[config.mk]
export PLATFORM = sky130hd
export DESIGN_NAME = cpu_sequencer
export DESIGN_NICKNAME = d
export VERILOG_FILES = /design/src/rtl/risc_pkg.sv /design/src/rtl/cpu_sequencer.sv
export SDC_FILE = /design/constraint.sdc
export NUM_CORES = 1
export LEC_CHECK = 0
export BUFFER_PORTS_ARGS = -buffer_cell sky130_fd_sc_hd__buf_2
export CAP_MARGIN = 10
export CORE_AREA = 2 2 39 41
export DETAILED_ROUTE_END_ITERATION = 10
export DIE_AREA = 0 0 41 43
export GPL_TIMING_DRIVEN = 0
export PLACE_DENSITY = 0.55
export SLEW_MARGIN = 20
export SYNTH_ARGS = -nofsm -noshare
export SYNTH_HDL_FRONTEND = slang
export SYNTH_SLANG_ARGS = --single-unit
[constraint.sdc]
create_clock -name clk -period 2 [get_ports clk]
set_input_delay 0 -clock clk [delete_from_list [all_inputs] [get_ports clk]]
set_output_delay 0 -clock clk [all_outputs]
set_load 0.01 [all_outputs]
[src/rtl/risc_pkg.sv]
// Shared RISC CPU definitions: opcode and sequencer phase encodings used by the
// control sequencer, ALU and instruction decode.
package risc_pkg;

  localparam int OPC_W_DEF = 3;

  localparam logic [2:0] OP_HLT = 3'd0;
  localparam logic [2:0] OP_SKZ = 3'd1;
  localparam logic [2:0] OP_ADD = 3'd2;
  localparam logic [2:0] OP_AND = 3'd3;
  localparam logic [2:0] OP_XOR = 3'd4;
  localparam logic [2:0] OP_LDA = 3'd5;
  localparam logic [2:0] OP_STO = 3'd6;
  localparam logic [2:0] OP_JMP = 3'd7;

  localparam logic [2:0] PH_INST_ADDR  = 3'd0;
  localparam logic [2:0] PH_INST_FETCH = 3'd1;
  localparam logic [2:0] PH_INST_LOAD  = 3'd2;
  localparam logic [2:0] PH_IDLE       = 3'd3;
  localparam logic [2:0] PH_OP_ADDR    = 3'd4;
  localparam logic [2:0] PH_OP_FETCH   = 3'd5;
  localparam logic [2:0] PH_ALU_OP     = 3'd6;
  localparam logic [2:0] PH_STORE      = 3'd7;

  // Instructions that read an operand from memory into the accumulator path.
  function automatic logic is_aluop(input logic [2:0] op);
    return (op == OP_ADD) || (op == OP_AND) || (op == OP_XOR) || (op == OP_LDA);
  endfunction

endpackage

[src/rtl/cpu_sequencer.sv]
// 8-phase control sequencer for the RISC CPU: one instruction per 8 clocks,
// outputs are a pure combinational decode of {phase, opcode, zero, halted}.
module cpu_sequencer
  import risc_pkg::*;
#(
  parameter int OPC_W = OPC_W_DEF
) (
  input  logic             clk,
  input  logic             rst_n,
  input  logic [OPC_W-1:0] opcode,
  input  logic             zero,
  output logic             sel,
  output logic             rd,
  output logic             wr,
  output logic             ld_ir,
  output logic             ld_ac,
  output logic             ld_pc,
  output logic             inc_pc,
  output logic             data_e,
  output logic             halt,
  output logic [2:0]       phase
);

  logic [2:0] phase_q;
  logic       halted_q;
  logic [2:0] op;
  logic       alu_op;

  assign op     = 3'(opcode);
  assign alu_op = is_aluop(op);
  assign phase  = phase_q;

  // HLT freezes the counter on phase 4; only rst_n releases it.
  // NOTE: sequential state uses non-blocking (<=) so every flop samples
  // pre-edge values regardless of statement order.
  always_ff @(posedge clk or negedge rst_n) begin
    if (!rst_n) begin
      phase_q  <= PH_INST_ADDR;
      halted_q <= 1'b0;
    end else if (!halted_q) begin
      if (phase_q == PH_OP_ADDR && op == OP_HLT) begin
        halted_q <= 1'b1;
      end else begin
        phase_q <= phase_q + 3'd1;
      end
    end
  end

  // Phases 0-3 never look at opcode, so an unsettled IR cannot reach the outputs.
  // NOTE: every output gets a default first so no path through the case
  // leaves one unassigned and infers a latch.
  always_comb begin
    sel    = 1'b0;
    rd     = 1'b0;
    wr     = 1'b0;
    ld_ir  = 1'b0;
    ld_ac  = 1'b0;
    ld_pc  = 1'b0;
    inc_pc = 1'b0;
    data_e = 1'b0;
    halt   = 1'b0;
    if (halted_q) begin
      halt = 1'b1;
    end else begin
      case (phase_q)
        PH_INST_ADDR: begin
          sel = 1'b1;
        end
        PH_INST_FETCH: begin
          sel = 1'b1;
          rd  = 1'b1;
        end
        PH_INST_LOAD, PH_IDLE: begin
          sel   = 1'b1;
          rd    = 1'b1;
          ld_ir = 1'b1;
        end
        PH_OP_ADDR: begin
          if (op == OP_HLT) begin
            halt = 1'b1;
          end else begin
            inc_pc = 1'b1;
          end
        end
        PH_OP_FETCH: begin
          rd = alu_op;
        end
        PH_ALU_OP: begin
          rd     = alu_op;
          inc_pc = (op == OP_SKZ) && zero;
          ld_pc  = (op == OP_JMP);
          data_e = (op == OP_STO);
        end
        PH_STORE: begin
          rd     = alu_op;
          ld_ac  = alu_op;
          ld_pc  = (op == OP_JMP);
          wr     = (op == OP_STO);
          data_e = (op == OP_STO);
        end
        default: begin
          sel = 1'b0;
        end
      endcase
    end
  end

endmodule

==> results by group <==
Status
  • Status: complete, no violations

Place
  • GPL Wtd Cong: 0.673
  • Port Buffers: 17
  • Placed insts: 75
  • DP Wirelength: 624 um
  • DP Area: 475 sq um

Clock network
  • H-tree depth: 1
  • Max clock buf depth: 2
  • Clk sinks: 4
  • Reg clk slew, reported paths: 0.04 ns
  • CTS tree: built
  • Clock latency on the worst-skew pair: 0.23 ns
  • Inserted Clock Buffers: 3
  • Root Driver: clkbuf_4

STA
  • Max-slew headroom: 0.728
  • Final Hold Viols: 0
  • Min Tclk post-route: 1.74 ns
  • Final setup TNS: 0 ns
  • Fin. max-slew vios: 0
  • Worst slew pin tran: 0.408 ns
  • Unrepaired setup endpoints after global routing: false
  • Fin crit share: 0.872
  • Fmax: 574 MHz
  • Final setup viols: 0
  • Clock Skew: 0.00319 ns

Power
  • LEAKAGE: 0.000257 uW
  • Worst VDD drop: 0.630 mV
  • PwrDens: 1540 nW/um^2

Synth
  • Syn_area_per_cell: 8.82 sq um
  • Yosys warning count: 0
  • Top cell type by total area after synthesis: dfrtp_1
  • Number of synthesized register bits: 4
  • Post-synthesis sequential area ratio: 0.270
  • Syn Nets: 54
  • Fraction of registers with async set/reset: 1.00
  • Largest cells by area after synthesis: dfrtp_1, ha_1, xnor2_1
  • Number of synthesized flops with an enable pin: 0
  • Synth Flop Type: dfrtp_1
  • Mapped Cells: 42
  • Synthesized area: 370 sq um
  • Post-synth top area share: 0.270
  • Yosys cell types: 22

Worst setup path
  • Crit. End Element: output pin
  • Worst path required time: 2.00 ns
  • Worst Setup Start Kind: flop
  • Worst-path maximum fanout: 5
  • Crit path DAT: 1.74 ns
  • Crit Path Category: reg2out

Cells and area
  • Seq. cell area: 100 sq um
  • Ant. Diodes: 0
  • Most frequent cells in the layout: buf_2, ha_1, nor2_1, dfrtp_1
  • Final Instance Area: 508 sq um
  • Util after Layout: 0.367
  • Filler cells: 153
  • Multi-input gate area: 251 sq um
  • Area Overhead vs Synth: 37.2%
  • Share of layout cells above drive strength 1: 0.381
  • # nets final: 77
  • Final Non-Filler Cells: 79
  • Commonest non-fill, non-tap cell in the layout: buf_2

Die
  • Area of the die: 1760 sq um
  • I/O Pins: 18
  • Die span in y: 43 um
  • CORE AREA: 1380 sq um
  • Die X: 41 um
  • # rows: 14
  • Initial Utilization: 0.268

Global route
  • Overall Global Routing Usage: 0.107
  • Grt ovf: 0
  • Largest net degree at the start of global routing: 11
  • Initial antenna violation count: 0
  • Vias in the first global route: 305
  • First-pass GRT wire length: 1.22 mm

Drt
  • DRC: 0
  • DR vias: 362
  • Via density: 4.58
  • DR iter-0 viols: 3
  • Drt total wl: 804 um
  • Drt first pass iters: 2
  • DR WL/cell: 10.2 um
  • Antenna-violating nets left: 0

Worst hold path
  • Min-Delay Path Class: in2async

Run
  • Max cap viols: 0
## layer usage
metal,part of all wire,GRT usage
met1,0.52,0.146
met2,0.40,0.125
met3,0.082,0.0314
met4,0,0.100
met5,0,0
## per-stage QoR
step                total power (uW)  hold slack [ns]  setup slack (ns)
finish                           782            0.106             0.257
detailed placement               684           -0.193             0.500
global placement                 684           -0.194             0.505
floorplan                        528           -0.296             0.595
global route                     870            0.102             0.151
CTS                              793           0.0866             0.238
## critical path, stage by stage, from the launching register on
cell     delay [ns]
dfrtp_1        0.41
inv_1          0.11
ha_1           0.26
or3_1          0.38
a21oi_1        0.16
nor2_1         0.05
buf_2          0.15
## where the power goes
| part | switching [uW] | internal (uW) | total, uW |
|---|---|---|---|
| Sequential | 51.6 | 126 | 178 |
| Combinational | 278 | 230 | 508 |
| Clock | 29.4 | 66.8 | 96.3 |
| Total | 359 | 423 | 782 |
## cells in the mapped netlist (all sizes together) (2+ instances only)
master and n:
ha 6, dfrtp 4, inv 4, nor2 4, nor3 4, a21oi 3
a31oi 2, nand2 2, or3 2, xnor2 2
## cell families (layout without fill, tap and decap cells)
family | Yosys count | after routing | share of synthesized area
buffers and inverters | 5 | 26 | 0.0507
flip-flops | 4 | 4 | 0.270
multiplexers | 1 | 1 | 0.0405
XOR/XNOR | 2 | 2 | 0.0473
adder cells (fa/ha/maj) | 6 | 6 | 0.203
AND/OR/NAND/NOR | 17 | 17 | 0.253
AO/OA/AOI/OAI | 7 | 7 | 0.135
## registers in the layout, indices dropped and copies added, names as in the netlist
register and cells:
phase 3, halted_q 1
## worst paths after layout
check,start,end,slack [ns],cells after the start
setup / recovery,phase[0],sel,0.26,6
max in group asynchronous,rst_n,halted_q,1.77,2
hold reg to reg,phase[1],phase[1],0.60,1
setup reg to reg,phase[0],phase[1],0.53,4
min in group clk,opcode[0],phase[2],0.17,4
hold / removal,rst_n,phase[1],0.11,2
## final cells by class
| type | count | area share |
|---|---|---|
| Clock buffer | 3 | 0.0443 |
| Inverter | 4 | 0.0296 |
| Buffer | 1 | 0.00739 |
| Timing Repair Buffer | 18 | 0.187 |
| Sequential cell | 4 | 0.197 |
| Tap cell | 16 | 0.0394 |
| Multi-Input combinational cell | 33 | 0.495 |
## repair_timing
action | CTS | global route
buffers inserted | 0 | 0
setup endpoints to repair | 0 | 0
hold endpoints to repair | 4 | 0
resized for setup | 0 | 0
hold buffers | 1 | 0
(Power assumes the default switching activity.)
